--- src/rtl/hazard_pkg.sv ---
// Shared types and constants for the pipeline interlock / flush sequencer.
package hazard_pkg;

  localparam int REG_W = 5;

  typedef enum logic {
    RUN   = 1'b0,
    STALL = 1'b1
  } hz_state_t;

  localparam logic [1:0]       STALL_EX  = 2'd2;
  localparam logic [1:0]       STALL_MEM = 2'd1;
  localparam logic [REG_W-1:0] REG_ZERO  = 5'd0;

endpackage

--- src/rtl/hazard_controller_if.sv ---
// Hazard-control bundle between the datapath (master) and the interlock block (slave).
interface hazard_controller_if
  import hazard_pkg::*;
#(
  parameter int CNT_W = 16
);
  logic [REG_W-1:0] ra_id;
  logic [REG_W-1:0] rb_id;
  logic             ra_used_id;
  logic             rb_used_id;
  logic [REG_W-1:0] rw_ex;
  logic [REG_W-1:0] rw_mem;
  logic             wr_en_ex;
  logic             wr_en_mem;
  logic             branch_taken_ex;
  logic             cnt_clr;
  logic             hold_pc;
  logic             hold_ifid;
  logic             bubble_idex;
  logic             flush_ifid;
  logic             busy;
  logic [CNT_W-1:0] stall_cnt;
  logic [CNT_W-1:0] flush_cnt;

  modport master (
    output ra_id, rb_id, ra_used_id, rb_used_id, rw_ex, rw_mem,
           wr_en_ex, wr_en_mem, branch_taken_ex, cnt_clr,
    input  hold_pc, hold_ifid, bubble_idex, flush_ifid, busy, stall_cnt, flush_cnt
  );

  modport slave (
    input  ra_id, rb_id, ra_used_id, rb_used_id, rw_ex, rw_mem,
           wr_en_ex, wr_en_mem, branch_taken_ex, cnt_clr,
    output hold_pc, hold_ifid, bubble_idex, flush_ifid, busy, stall_cnt, flush_cnt
  );
endinterface

--- src/rtl/hazard_controller_sat_counter.sv ---
// Saturating up-counter with synchronous clear taking priority over increment.
module sat_counter #(
  parameter int W = 16
) (
  input  logic         clock,
  input  logic         reset,
  input  logic         clr,
  input  logic         inc,
  output logic [W-1:0] q
);

  always_ff @(posedge clock or negedge reset) begin
    if (!reset) begin
      q <= '0;
    end else if (clr) begin
      q <= '0;
    end else if (inc && (q != {W{1'b1}})) begin
      q <= q + W'(1);
    end
  end

endmodule

--- src/rtl/hazard_controller.sv ---
// RAW interlock and taken-branch flush sequencer for the 5-stage no-forwarding datapath.
module hazard_controller
  import hazard_pkg::*;
#(
  parameter int CNT_W   = 16,
  parameter bit R0_ZERO = 1'b1
) (
  input  logic                clock,
  input  logic                reset,
  hazard_controller_if.slave  hz
);

  hz_state_t  state, state_nxt;
  logic [1:0] remaining, remaining_nxt;
  logic [1:0] need;
  logic       match_ex, match_mem;
  logic       hold, bubble, flush, stall_inc, flush_inc;

  function automatic logic producer_match(
    input logic [REG_W-1:0] rw,
    input logic             wr_en,
    input logic [REG_W-1:0] ra,
    input logic [REG_W-1:0] rb,
    input logic             ra_used,
    input logic             rb_used
  );
    logic hit;
    hit = (ra_used && (ra == rw)) || (rb_used && (rb == rw));
    return wr_en && hit && !(R0_ZERO && (rw == REG_ZERO));
  endfunction

  // WB producers are covered by the write-first register file, so only EX and MEM matter
  assign match_ex  = producer_match(hz.rw_ex,  hz.wr_en_ex,  hz.ra_id, hz.rb_id,
                                    hz.ra_used_id, hz.rb_used_id);
  assign match_mem = producer_match(hz.rw_mem, hz.wr_en_mem, hz.ra_id, hz.rb_id,
                                    hz.ra_used_id, hz.rb_used_id);

  always_comb begin
    need = 2'd0;
    if (match_ex) begin
      need = STALL_EX;
    end else if (match_mem) begin
      need = STALL_MEM;
    end
  end

  always_ff @(posedge clock or negedge reset) begin
    if (!reset) begin
      state     <= RUN;
      remaining <= 2'd0;
    end else begin
      state     <= state_nxt;
      remaining <= remaining_nxt;
    end
  end

  always_comb begin
    state_nxt     = state;
    remaining_nxt = remaining;
    hold          = 1'b0;
    bubble        = 1'b0;
    flush         = 1'b0;
    stall_inc     = 1'b0;
    flush_inc     = 1'b0;
    // a taken branch wins in either state and abandons any stall in progress
    if (hz.branch_taken_ex) begin
      flush         = 1'b1;
      bubble        = 1'b1;
      flush_inc     = 1'b1;
      state_nxt     = RUN;
      remaining_nxt = 2'd0;
    end else begin
      case (state)
        RUN: begin
          if (need != 2'd0) begin
            hold      = 1'b1;
            bubble    = 1'b1;
            stall_inc = 1'b1;
            if (need == STALL_EX) begin
              remaining_nxt = STALL_EX - 2'd1;
              state_nxt     = STALL;
            end
          end
        end
        STALL: begin
          hold          = 1'b1;
          bubble        = 1'b1;
          stall_inc     = 1'b1;
          remaining_nxt = (remaining == 2'd0) ? 2'd0 : remaining - 2'd1;
          state_nxt     = (remaining <= 2'd1) ? RUN : STALL;
        end
        default: begin
          state_nxt     = RUN;
          remaining_nxt = 2'd0;
        end
      endcase
    end
  end

  // Gated by reset so the pipeline sees no hold/flush while it is being cleared
  assign hz.hold_pc     = hold   & reset;
  assign hz.hold_ifid   = hold   & reset;
  assign hz.bubble_idex = bubble & reset;
  assign hz.flush_ifid  = flush  & reset;
  assign hz.busy        = (state == STALL);

  sat_counter #(.W(CNT_W)) u_stall_cnt (
    .clock (clock),
    .reset (reset),
    .clr   (hz.cnt_clr),
    .inc   (stall_inc),
    .q     (hz.stall_cnt)
  );

  sat_counter #(.W(CNT_W)) u_flush_cnt (
    .clock (clock),
    .reset (reset),
    .clr   (hz.cnt_clr),
    .inc   (flush_inc),
    .q     (hz.flush_cnt)
  );

endmodule

--- src/flat_wrapper.sv ---
// flat-port wrapper written by rule: the top's interface ports become plain ports
module hazard_controller_flat import hazard_pkg::*;
#(
  parameter int CNT_W   = 16,
  parameter bit R0_ZERO = 1'b1
)
  (clock, reset, hz_ra_id, hz_rb_id, hz_ra_used_id, hz_rb_used_id, hz_rw_ex, hz_rw_mem, hz_wr_en_ex, hz_wr_en_mem, hz_branch_taken_ex, hz_cnt_clr, hz_hold_pc, hz_hold_ifid, hz_bubble_idex, hz_flush_ifid, hz_busy, hz_stall_cnt, hz_flush_cnt);
  hazard_controller_if #(.CNT_W(CNT_W)) hz_i ();
  input  logic clock;
  input  logic reset;
  input wire logic [$bits(hz_i.ra_id)-1:0] hz_ra_id;
  input wire logic [$bits(hz_i.rb_id)-1:0] hz_rb_id;
  input wire logic [$bits(hz_i.ra_used_id)-1:0] hz_ra_used_id;
  input wire logic [$bits(hz_i.rb_used_id)-1:0] hz_rb_used_id;
  input wire logic [$bits(hz_i.rw_ex)-1:0] hz_rw_ex;
  input wire logic [$bits(hz_i.rw_mem)-1:0] hz_rw_mem;
  input wire logic [$bits(hz_i.wr_en_ex)-1:0] hz_wr_en_ex;
  input wire logic [$bits(hz_i.wr_en_mem)-1:0] hz_wr_en_mem;
  input wire logic [$bits(hz_i.branch_taken_ex)-1:0] hz_branch_taken_ex;
  input wire logic [$bits(hz_i.cnt_clr)-1:0] hz_cnt_clr;
  output wire logic [$bits(hz_i.hold_pc)-1:0] hz_hold_pc;
  output wire logic [$bits(hz_i.hold_ifid)-1:0] hz_hold_ifid;
  output wire logic [$bits(hz_i.bubble_idex)-1:0] hz_bubble_idex;
  output wire logic [$bits(hz_i.flush_ifid)-1:0] hz_flush_ifid;
  output wire logic [$bits(hz_i.busy)-1:0] hz_busy;
  output wire logic [$bits(hz_i.stall_cnt)-1:0] hz_stall_cnt;
  output wire logic [$bits(hz_i.flush_cnt)-1:0] hz_flush_cnt;
  assign hz_i.ra_id = hz_ra_id;
  assign hz_i.rb_id = hz_rb_id;
  assign hz_i.ra_used_id = hz_ra_used_id;
  assign hz_i.rb_used_id = hz_rb_used_id;
  assign hz_i.rw_ex = hz_rw_ex;
  assign hz_i.rw_mem = hz_rw_mem;
  assign hz_i.wr_en_ex = hz_wr_en_ex;
  assign hz_i.wr_en_mem = hz_wr_en_mem;
  assign hz_i.branch_taken_ex = hz_branch_taken_ex;
  assign hz_i.cnt_clr = hz_cnt_clr;
  assign hz_hold_pc = hz_i.hold_pc;
  assign hz_hold_ifid = hz_i.hold_ifid;
  assign hz_bubble_idex = hz_i.bubble_idex;
  assign hz_flush_ifid = hz_i.flush_ifid;
  assign hz_busy = hz_i.busy;
  assign hz_stall_cnt = hz_i.stall_cnt;
  assign hz_flush_cnt = hz_i.flush_cnt;
  hazard_controller #(.CNT_W(CNT_W), .R0_ZERO(R0_ZERO)) u_core (.clock(clock), .reset(reset), .hz(hz_i));
endmodule
--- config.mk ---
export PLATFORM = sky130hd
export DESIGN_NAME = hazard_controller_flat
export DESIGN_NICKNAME = d
export VERILOG_FILES = /design/src/rtl/hazard_pkg.sv /design/src/rtl/hazard_controller_if.sv /design/src/rtl/hazard_controller_sat_counter.sv /design/src/rtl/hazard_controller.sv /design/src/flat_wrapper.sv
export SDC_FILE = /design/constraint.sdc
export NUM_CORES = 1
export LEC_CHECK = 0
export BUFFER_PORTS_ARGS = -buffer_cell sky130_fd_sc_hd__buf_2
export CAP_MARGIN = 5
export CORE_UTILIZATION = 25
export CTS_BUF_LIST = sky130_fd_sc_hd__clkbuf_8
export DETAILED_ROUTE_END_ITERATION = 10
export GPL_TIMING_DRIVEN = 1
export HOLD_SLACK_MARGIN = 0.05
export PLACE_DENSITY = 0.44
export SYNTH_ARGS = -nofsm -noshare
export SYNTH_HDL_FRONTEND = slang
export SYNTH_SLANG_ARGS = --single-unit
--- constraint.sdc ---
create_clock -name clock -period 2.95 [get_ports clock]
set_input_delay 0.59 -clock clock [delete_from_list [all_inputs] [get_ports clock]]
set_output_delay 0.59 -clock clock [all_outputs]
set_load 0.05 [all_outputs]
==> results of run 1 <==
[Yosys cell counts, types with 2 or more instances]
library cell	n	area share [%]
a21oi_1	23	5.2
and3_1	2	0.57
nor3_1	2	0.46
or3_1	4	1.1
and4_1	3	1.2
nand2_1	18	3.1
dfrtp_1	35	40
and4_4	2	1.0
o22ai_1	2	0.57
or4_1	16	5.5
inv_1	5	0.85
clkbuf_8	3	1.9
o21ai_0	6	1.4
o21a_1	2	0.68
and2_1	2	0.57
nor2_1	14	2.4
nand4_1	9	2.6
clkbuf_1	5	0.85
a211oi_1	2	0.68
and3_2	2	0.68
xor2_1	8	3.2
ha_1	2	1.1
nand3_1	12	2.7
buf_4	3	1.0
o31ai_1	14	4.8
nor3b_1	2	0.68
xnor2_1	24	9.6
[worst reg2reg max path, delay by kind of cell (launching register included)]
| family | cells | cell delay, ns |
|---|---|---|
| and+or+nand+nor | 4 | 1.20 |
| AOI/OAI and AO/OA | 2 | 0.51 |
| DFF | 1 | 0.46 |
[worst min-delay path by stage]
stage	start	end
3_5_place_dp	u_core.remaining[1]$_DFFE_PN0P_	u_core.hz.busy$_DFF_PN0_
4_1_cts	reset	u_core.u_stall_cnt.q[14]$_DFFE_PN0P_
3_3_place_gp	u_core.remaining[1]$_DFFE_PN0P_	u_core.hz.busy$_DFF_PN0_
6_report	reset	u_core.u_stall_cnt.q[2]$_DFFE_PN0P_
5_1_grt	reset	u_core.u_stall_cnt.q[2]$_DFFE_PN0P_
2_1_floorplan	reset	u_core.hz.busy$_DFF_PN0_
[sequential cells by signal (all words and copies together), names as in the netlist]
signal	cells
u_core.u_stall_cnt.q	16
u_core.hz.busy	1
u_core.u_flush_cnt.q	16
u_core.remaining	2
[layer usage]
layer	GRT usage, %	up-vias	share of wire (%)
li1	-	972	-
met1	17.4	902	50
met2	20.8	48	44
met3	2.76	5	5.4
met4	4.85	0	1.2
met5	0	-	0
[power groups by stage]
| stage | combinational (W) | clock [W] | sequential, W |
|---|---|---|---|
| 2_1_floorplan | 0.0000764 | 0 | 0.000509 |
| 3_3_place_gp | 0.000142 | 0 | 0.000498 |
| 3_5_place_dp | 0.000139 | 0 | 0.000498 |
| 4_1_cts | 0.000140 | 0.000376 | 0.000488 |
| 5_1_grt | 0.000153 | 0.000391 | 0.000489 |
| 6_report | 0.000138 | 0.000359 | 0.000488 |
[kinds of logic (layout without fill, tap and decap cells)]
group | after synthesis | after routing | share of synthesized area (%)
fa+ha+maj | 2 | 2 | 1.14
flops | 35 | 35 | 39.8
compound gates | 53 | 53 | 15.5
buf+inv | 21 | 78 | 6.94
xor+xnor | 32 | 32 | 12.7
simple gates | 91 | 91 | 23.8
[cell type report]
type | count | area, um2
clock buffer | 6 | 82.6
timing repair buffer | 66 | 335
sequential | 35 | 876
multi-input combinational | 178 | 1170
fill | 896 | 5760
inverter | 5 | 18.8
clock inverter | 1 | 5.00
tap | 105 | 131
[per-stage QoR]
stage	cell area [um2]	util (%)	worst slack (ns)	setup TNS, ns
final	2620	31.3	0.230	0
after detailed placement	2540	30.3	0.228	0
after global routing	2620	31.3	0.141	0
after global placement	2540	30.3	0.267	0
after CTS	2620	31.3	0.223	0
after floorplan	2200	-	-0.146	-0.146
==> impl_results.md, run 1 <==
- Max Clock Skew: around 0.0082 ns
- Largest stage delay, worst path: around 0.51 ns
- Endpoint class of the critical path: output port
- CP Depth: 6
- Core Area: roughly 0.0084 mm2
- Leakage: roughly 1.1 nW
- Fin cells: 396
- Largest net degree at the start of global routing: 36
- Synth warnings: 0
- Die area: between 0.009 and 0.01 mm2
- Dpl cells: ~390
- Number of I/O port buffers: 64
- Slew margin rel.: between 50% and 60%
- Status: complete, no violations
- Hold buffers post-CTS: 0
- Worst skew pair latency: around 0.28 ns
- Row cnt: 33
- Via count: 1927
- Seq/Total Area, Yosys: 39.8%
- Share of cells above drive strength 1: between 20 and 30%
- Ys flop type: dfrtp_1
- Sequential Power Share: between 40 and 50%
- Count of cell types in the netlist: 39
- Cells after Synth: 234
- Sw Ratio: between 20% and 30%
- Reg-to-reg endpoint: u_core.u_stall_cnt.q[9]$_DFFE_PN0P_
- Wire length per cell: 14.5 um
- Post-CTS setup buffers: 0
- Clock sink count: 35
- Slowest-stage cell, CP: or4_1
- TritonRoute pass-1 iters: 4
- Unrepaired setup endpoints after global routing: no
- CP Capture Point: hz_bubble_idex
- Boundary Pins: between 60 and 70
- Fmax: approximately 0.37 GHz
- Tot GR Track Use: between 10% and 20%
- Depth of the most critical reg-to-reg path: 6
- First-pass GRT wire length: approximately 9000 um
- Die Wd: 95.8 um
- Commonest non-fill, non-tap cell in the layout: buf_2
- ANT cells: 0
- Mapped cell area: between 0.002 and 0.0025 mm2
- Async set-or-reset flop fraction in the synthesized netlist: 100%
- Final nets: roughly 320
- Least-Margin Pin Slew: 0.713 ns
- Number of synthesized flops with an enable pin: 0
- Total of max-cap violations: 0
- Most frequent cell on the critical path: buf_2
- CP max FO: 3
- ANT nets after route: 0
- TritonCTS buffer count: 5
- Seq cells post-synth: 35
- Int Pwr: between 0.0007 and 0.0008 W
- Hold Crit Class: primary input to async pin
- Starting DRT DRC Count: ~150
- Final worst path period need: between 2 and 3 ns
- Via-to-Cell Ratio: just under 5
- Gpl congestion: ~0.8
- DP HPWL: 3900 um
- Max Slew Vio Count: 0
- CTS clk-pin slew, worst paths: 0.08 ns
- WHS: 0.422 ns
- Reg2reg start: u_core.u_stall_cnt.q[2]$_DFFE_PN0P_
- Final wirelength: about 5700 um
- Synth Area per Inst: 9.39 um2
- Total gr overflow: 0
- Clock Tree Buf Depth: 2
- Die Ht: approximately 96 um
- Htree depth: 2
- Delay-heaviest family, CP: compound AO/OA/AOI/OAI gates
- Crit path DAT: between 2 and 2.5 ns
- Pwr dens: roughly 380 mW/mm2
- Worst Setup SP: hz_rw_ex[1]
- DRC errors left: 0
- Peak VDD IR: 0.153 mV
- Buf/Inv on CP: 2
- Worst Path Required: around 2.4 ns
- Crit-path cells: buf_2 > or4_1 > o21a_1 > a221oi_2 > a21boi_1 > buf_2
- Vias in the first global route: roughly 1.8k
- CP Launch Type: primary input
- Clock power frac: between 30% and 40%
- Comb pwr share: 14.0%
- Antenna violations before repair: 0
- Post-cts sizing count: 0
- Power Total: ~0.00099 W
- Most frequent cells in the layout: buf_2, dfrtp_1, xnor2_1
- CTS root buffer: clkbuf_8
- Total net switching power: around 0.00027 W
- Area growth from synthesis to layout: 19.4%
- Crit share post-route: roughly 92%
- R2R setup slack: 0.69 ns
- Final setup vio count: 0
- Syn Nets: roughly 260
- Initial Util: about a quarter
- CTS tree: yes
- Final hold viol count: 0
- Critical path type: primary input to output port
Note: power is estimated with default switching activity, not from simulation.
==> run 2, diff against run 1 <==
PLACE_DENSITY = 0.43   (was 0.44)
SYNTH_HIERARCHICAL = 1   (was not set)
==> run 2 against run 1 <==
- the flow now finishes with violations (DRC)
- non-clock buffer count is 4 higher
- register-to-register slack better by 0.09 ns
- sequential power hardly changed
- synthesized cell count is 6.0% higher
- clock-buffer cell count is 1 lower
- clock skew is 0.00086 ns lower
- global-route usage is 0.81 points higher
- flip-flop and latch count stayed put
- hold slack worse by 0.22 ns
- sequential share of layout area is 2.6 points lower
- final cell count is 6.8% higher
- critical path type unchanged
- highest routed layer unchanged
==> impl_results.md, run 2 <==
- Failing checks: DRC
- Hold Crit Class: primary input to async pin
- Die area: 0.00967 mm2 (+5.5%)
- Fmax: 0.359 GHz (-2.3%)
- Largest stage delay, worst path: 0.52 ns (about the same)
- Vias in the first global route: 2157 (+18%)
- Ys flop type: dfrtp_1
- Setup TNS: 0 ns (unchanged)
- Final setup vio count: 0 (unchanged)
- ANT nets after route: 0 (unchanged)
- CP Launch Type: primary input
- Register area: 876 um2 (unchanged)
- CTS root buffer: clkbuf_8
- TritonRoute pass-1 iters: 7 (+3)
- Seq/Total Area, Yosys: 37.7% (-2.1 points)
- Starting DRT DRC Count: 91 (-40%)
- Commonest non-fill, non-tap cell in the layout: buf_2
- Total gr overflow: 0 (unchanged)
- First-pass GRT wire length: 10900 um (+19%)
- Synth top area cells: dfrtp_1, xnor2_1, a21oi_1
- Reg2reg start: u_core/u_flush_cnt/q[0]$_DFFE_PN0P_
- Via-to-Cell Ratio: 5.22 (+7.3%)
- Hold buffers post-CTS: 0 (unchanged)
- Post-synth top area cell: dfrtp_1
- ANT cells: 0 (unchanged)
- Boundary Pins: 65 (unchanged)
- Via count: 2209 (+15%)
- Final hold viol count: 0 (unchanged)
- Wire length per cell: 15.4 um (+6.7%)
- Worst Path Required: 2.36 ns (about the same)
- Tot GR Track Use: 13.9% (+0.81 points)
- Core Area: 0.00885 mm2 (+5.6%)
- Max Clock Skew: 0.00730 ns (-0.000858 ns)
- DRC errors left: 7 (+7)
- Post-CTS setup buffers: 0 (unchanged)
- Max Slew Vio Count: 0 (unchanged)
- Antenna violations before repair: 0 (unchanged)
- R2R setup slack: 0.78 ns (+0.09 ns)
- Critical path type: primary input to output port
- CP max FO: 3 (unchanged)
- Worst skew pair latency: 0.28 ns (about the same)
- Mapped cell area: 0.00232 mm2 (+5.6%)
- Peak VDD IR: 0.145 mV (-5.3%)
- Final wirelength: 6530 um (+14%)
- Crit share post-route: 94.4% (+2.2 points)
- Async set-or-reset flop fraction in the synthesized netlist: 100% (unchanged)
- Crit-path cells: buf_2 > or4_1 > o21a_1 > a221oi_2 > a21boi_1 > buf_2
- Clock sink count: 35 (unchanged)
- DP HPWL: 4660 um (+19%)
- Status: finished, violations left
- Synth top area share: 37.7% (-2.1 points)
- Top cells by count, synth: dfrtp_1, a21oi_1, xnor2_1, nand2_1, nand4_1
- Pwr dens: 336 mW/mm2 (-10%)
- CTS clk-pin slew, worst paths: 0.08 ns (about the same)
- Syn Nets: 278 (+5.3%)
- Cells after Synth: 248 (+6.0%)
- Layout fillers: 942 (+5.1%)
- Final worst path period need: 2.78 ns (+0.0636 ns)
- Depth of the most critical reg-to-reg path: 6 (unchanged)
- Synth warnings: 6 (+6)
- Area growth from synthesis to layout: 22.7%
- Largest net degree at the start of global routing: 34 (-5.6%)
- Reg-to-reg endpoint: u_core/u_flush_cnt/q[13]$_DFFE_PN0P_
- Number of synthesized flops with an enable pin: 0 (unchanged)
- Post-cts sizing count: 0 (unchanged)
- Synth Area per Inst: 9.36 um2 (-0.38%)
- Most frequent cell on the critical path: buf_2
- Multi-input combinational cell area: 0.00136 mm2 (+16%)
- Most frequent cells in the layout: buf_2, dfrtp_1, a21oi_1
- Number of I/O port buffers: 64 (unchanged)
- CTS tree: yes
- Final nets: 344 (+7.2%)
- Clock Tree Buf Depth: 2 (unchanged)
- Endpoint class of the critical path: output port
- Largest regs: u_core/u_flush_cnt/q: 16 flops, u_core/u_stall_cnt/q: 16 flops, u_core/remaining: 2 flops
- Share of cells above drive strength 1: 30.8% (+2.6 points)
- Cell with the most instances after synthesis: dfrtp_1
- TritonCTS buffer count: 5 (unchanged)
- Row cnt: 34 (+3.0%)
- Initial Util: 26.2% (about the same)
- Die Wd: 98.4 um (+2.7%)
- Leakage: 1.27 nW (+12%)
- Crit path DAT: 2.19 ns (+0.06 ns)
- Slowest-stage cell, CP: or4_1
- Count of cell types in the netlist: 39 (unchanged)
- Final core occ: 32.2% (+0.88 points)
- Total of max-cap violations: 0 (unchanged)
- Slew margin rel.: 56.7% (+4.5 points)
- Gpl congestion: 0.813 (+3.0%)
- Die Ht: 98.4 um (+2.7%)
- Unrepaired setup endpoints after global routing: no
- Least-Margin Pin Slew: 0.649 ns (-0.0639 ns)
- Seq cells post-synth: 35 (unchanged)
- Htree depth: 2 (unchanged)
-- run 2: cell count changes in the layout (fill, tap and decap cells not counted), moves of 5 or more --
cell | previous run | this run
mux2_1 | 0 | 8
xor2_1 | 8 | 0
nor4_1 | 0 | 8
o21ai_1 | 0 | 6
nand3_1 | 12 | 6
nor2_1 | 14 | 9
inv_1 | 5 | 10
nand4_1 | 9 | 16
nor2b_1 | 1 | 9
-- run 2: cell type report --
| class | instances | share of cell area (%) |
|---|---|---|
| multi-input combinational | 194 | 47.8 |
| sequential | 35 | 30.8 |
| timing repair buffer | 70 | 12.8 |
| tap | 108 | 4.75 |
| clock buffer | 5 | 2.42 |
| inverter | 8 | 1.05 |
| clock inverter | 3 | 0.439 |
-- run 2: how the worst max path moves through the flow --
| stage | startpoint | end | slack (ns) | cells past startpoint |
|---|---|---|---|---|
| after global placement | hz_rw_ex[1] | hz_bubble_idex | 0.18 | 6 |
| after global routing | hz_rw_ex[1] | hz_bubble_idex | 0.11 | 6 |
| after detailed placement | hz_rw_ex[0] | u_core/u_stall_cnt/q[12]$_DFFE_PN0P_ | 0.09 | 10 |
| final | hz_rw_ex[1] | hz_bubble_idex | 0.17 | 6 |
| after floorplan | hz_rw_ex[0] | hz_hold_pc | 0.10 | 6 |
| after CTS | hz_rw_ex[1] | hz_bubble_idex | 0.17 | 6 |
-- run 2: through the flow --
stage               cell area (um2)  hold slack, ns  cells  power (W)  worst slack, ns
floorplan                      2330           0.294    248   0.000569            0.103
detailed placement             2770           0.529    415   0.000631           0.0914
global route                   2850           0.218    423    0.00101            0.106
finish                         2850           0.207    423   0.000958            0.167
CTS                            2850           0.210    423   0.000986            0.170
global placement               2770           0.524    415   0.000630            0.179
-- run 2: kinds of logic (layout without fill, tap and decap cells) --
group | after synthesis | count (layout) | synth area share (%)
muxes | 8 | 8 | 3.88
AOI/OAI and AO/OA | 57 | 57 | 16.5
and+or+nand+nor | 107 | 107 | 29.4
adders and majority gates | 2 | 2 | 1.08
xor gates and xnor gates | 20 | 20 | 7.55
DFF | 35 | 35 | 37.7
buffers and inverters | 19 | 86 | 3.88
-- run 2: where the power goes --
| part | internal, W | total [W] | switching [W] |
|---|---|---|---|
| Clock | 0.000159 | 0.000338 | 0.000179 |
| Sequential | 0.000483 | 0.000487 | 0.00000464 |
| Combinational | 0.0000484 | 0.000132 | 0.0000840 |
| Total | 0.000690 | 0.000958 | 0.000267 |
-- run 2: worst max-delay path, delay by kind of cell --
family | cells | cell delay, ns
AO/OA/AOI/OAI | 3 | 0.72
AND/OR/NAND/NOR | 1 | 0.52
buffers and inverters | 2 | 0.35
-- run 2: routing by layer --
| layer | wire length (um) | vias up | track usage, % | share of wire (%) |
|---|---|---|---|---|
| li1 | - | 1087 | - | - |
| met1 | 3250 | 1068 | 18.9 | 50 |
| met2 | 2980 | 50 | 22.6 | 46 |
| met3 | 249 | 4 | 2.36 | 3.8 |
| met4 | 57 | 0 | 4.13 | 0.87 |
| met5 | 0 | - | 0 | 0 |
==> run 3, diff against run 2 <==
PLACE_DENSITY = 0.45   (was 0.43)
SKIP_LAST_GASP = 1   (was not set)
clock period = 2.3 ns   (was 2.95 ns; I/O delays follow)
==> run 3 against run 2 <==
- the flow finishes with violations (DRC, setup timing)
- critical path depth increased by 1
- clock power increased by 100%
- via count increased by 1.7%
- critical path type unchanged
- largest cell class unchanged
- highest routed layer unchanged
==> impl_results.md, run 3 (synthesis gave the netlist of run 2 again) <==
- Setup TNS: -0.626 ns (-0.626 ns)
- GR peak layer: met2
- Number of I/O port buffers: 64 (unchanged)
- Initial Util: 26.2% (unchanged)
- Htree depth: 2 (unchanged)
- GR Layer Usage met3: 3.01% (+0.64 points)
- Setup slack at placement: -0.279 ns (-0.370 ns)
- Depth of the most critical reg-to-reg path: 6 (unchanged)
- Power Total: 0.00152 W (+59%)
- Via count: 2247 (+1.7%)
- Reg-to-reg endpoint: u_core/u_flush_cnt/q[4]$_DFFE_PN0P_
- Die Ht: 98.4 um (unchanged)
- Wire length per cell: 15.4 um (about the same)
- DP HPWL: 4770 um (+2.4%)
- Commonest non-fill, non-tap cell in the layout: buf_2
- Critical path type: primary input to output port
- DRC errors left: 7 (unchanged)
- Unrepaired setup endpoints after global routing: yes
- Peak VDD IR: 0.274 mV (+89%)
- Status: finished, violations left
- Core Area: 0.00885 mm2 (unchanged)
- Vias in the first global route: 2179 (+1.0%)
- Crit path DAT: 1.97 ns (-0.22 ns)
- Via-to-Cell Ratio: 5.12 (-2.0%)
- TritonRoute pass-1 iters: 7 (unchanged)
- Failing checks: DRC, setup timing
- Max Clock Skew: 0.00833 ns (+0.00103 ns)
- Final hold viol count: 0 (unchanged)
- Max Slew Vio Count: 0 (unchanged)
- CP Capture Point: hz_hold_pc
- CTS tree: yes
- Boundary Pins: 65 (unchanged)
- Final worst slack: -0.132 ns (-0.299 ns)
- Hold Crit Class: primary input to async pin
- TritonCTS buffer count: 5 (unchanged)
- Antenna violations before repair: 0 (unchanged)
- Slew margin rel.: 60.6% (+3.8 points)
- First-pass GRT wire length: 11100 um (+1.8%)
- Area growth from synthesis to layout: 38.2%
- CP Launch Type: primary input
- ANT nets after route: 0 (unchanged)
- Least-Margin Pin Slew: 0.592 ns (-0.0572 ns)
- Largest net degree at the start of global routing: 36 (+5.9%)
- Fmax: about 0.4 GHz
- Row cnt: 34 (unchanged)
- Final worst path period need: 2.43 ns
- Pwr dens: 474 mW/mm2 (+41%)
- Final wirelength: 6780 um (+3.8%)
- Total gr overflow: 0 (unchanged)
- Worst Path Required: 1.84 ns (-0.52 ns)
- ANT cells: 0 (unchanged)
- Share of cells above drive strength 1: 39.0% (+8.2 points)
- Worst Setup SP: hz_rw_ex[2]
- Hold buffers post-CTS: 0 (unchanged)
- Gpl congestion: 0.805 (-0.97%)
- Most frequent cells in the layout: buf_2, dfrtp_1, buf_4
- CTS root buffer: clkbuf_8
- Die area: 0.00967 mm2 (unchanged)
- Clock Tree Buf Depth: 2 (unchanged)
- GR Util met1: 19.6% (+0.67 points)
- Starting DRT DRC Count: 107 (+18%)
- Final core occ: 36.2% (+4.1 points)
- Worst skew pair latency: 0.30 ns (+0.02 ns)
- Tot GR Track Use: 14.2% (+0.30 points)
- Die Wd: 98.4 um (unchanged)
- Leakage: 1.39 nW (+9.5%)
- Met2 Usage GRT: 22.5% (-0.054 points)
- Final setup vio count: 8 (+8)
- Crit share post-route: 106%
- Final nets: 360 (+4.7%)
- Largest regs: u_core/u_flush_cnt/q: 16 flops, u_core/u_stall_cnt/q: 16 flops, u_core/remaining: 2 flops
- Endpoint class of the critical path: output port
- R2R setup slack: 0.30 ns (-0.48 ns)
- Clock sink count: 35 (unchanged)
- Total of max-cap violations: 0 (unchanged)
- CTS clk-pin slew, worst paths: 0.08 ns (about the same)
- CP max FO: 2 (-1)
- Reg2reg start: u_core/u_flush_cnt/q[0]$_DFFE_PN0P_
## run 3: changes by cell type in the layout (fill, tap and decap cells not counted), moves of 3 or more
cell    delta
buf_6      +5
buf_4     +15
nor4_4     +4
inv_1      -3
buf_2      -6
nor4_1     -4
## run 3: worst max-delay path: stages
cell	delay, ns
buf_8	0.10
or4_4	0.52
o21a_4	0.23
a221oi_4	0.31
buf_6	0.15
nor3b_4	0.04
buf_6	0.16
## run 3: per-layer routing
metal | part of all wire [%] | wire (um)
met1 | 48 | 3220
met2 | 46 | 3100
met3 | 5.8 | 395
met4 | 0.90 | 61
met5 | 0 | 0
## run 3: where the power goes
group	total, W	switching (W)	internal, W	leakage [nW]
registers	0.000625	0.00000584	0.000619	0.488
clock network	0.000688	0.000255	0.000433	0.0644
logic	0.000206	0.000118	0.0000879	0.837
total	0.00152	0.000380	0.00114	1.39
## run 3: worst min path at each step
stage               slack, ns                                  end                       startpoint
floorplan                0.16             u_core/hz.busy$_DFF_PN0_                            reset
global placement         0.53      u_core/remaining[0]$_DFFE_PN0P_  u_core/remaining[0]$_DFFE_PN0P_
detailed placement       0.54      u_core/remaining[0]$_DFFE_PN0P_  u_core/remaining[0]$_DFFE_PN0P_
CTS                      0.31  u_core/u_flush_cnt/q[0]$_DFFE_PN0P_                            reset
global route             0.32  u_core/u_flush_cnt/q[0]$_DFFE_PN0P_                            reset
finish                   0.28  u_core/u_flush_cnt/q[0]$_DFFE_PN0P_                            reset
## run 3: layout make-up
type / instances / area, um2
fillers: 922 / 5640
multi-input cells: 194 / 1490
flip-flops and latches: 35 / 876
repair buffers: 86 / 534
well taps: 108 / 135
clock buffers: 5 / 68.8
clock inverters: 3 / 67.6
inverters: 8 / 35.0
## run 3: repair_timing
action                     CTS  global route
gates resized for setup     12            17
setup endpoints to repair    3            18
pin swaps                    5             9
buffers inserted             3             3
## run 3: through the flow
step / cell area, um2 / instances / hold slack, ns
after floorplan: 2420 / 248 / 0.164
after global placement: 2920 / 426 / 0.533
after detailed placement: 2920 / 426 / 0.539
after CTS: 3120 / 437 / 0.309
after global routing: 3210 / 439 / 0.320
final: 3210 / 439 / 0.282
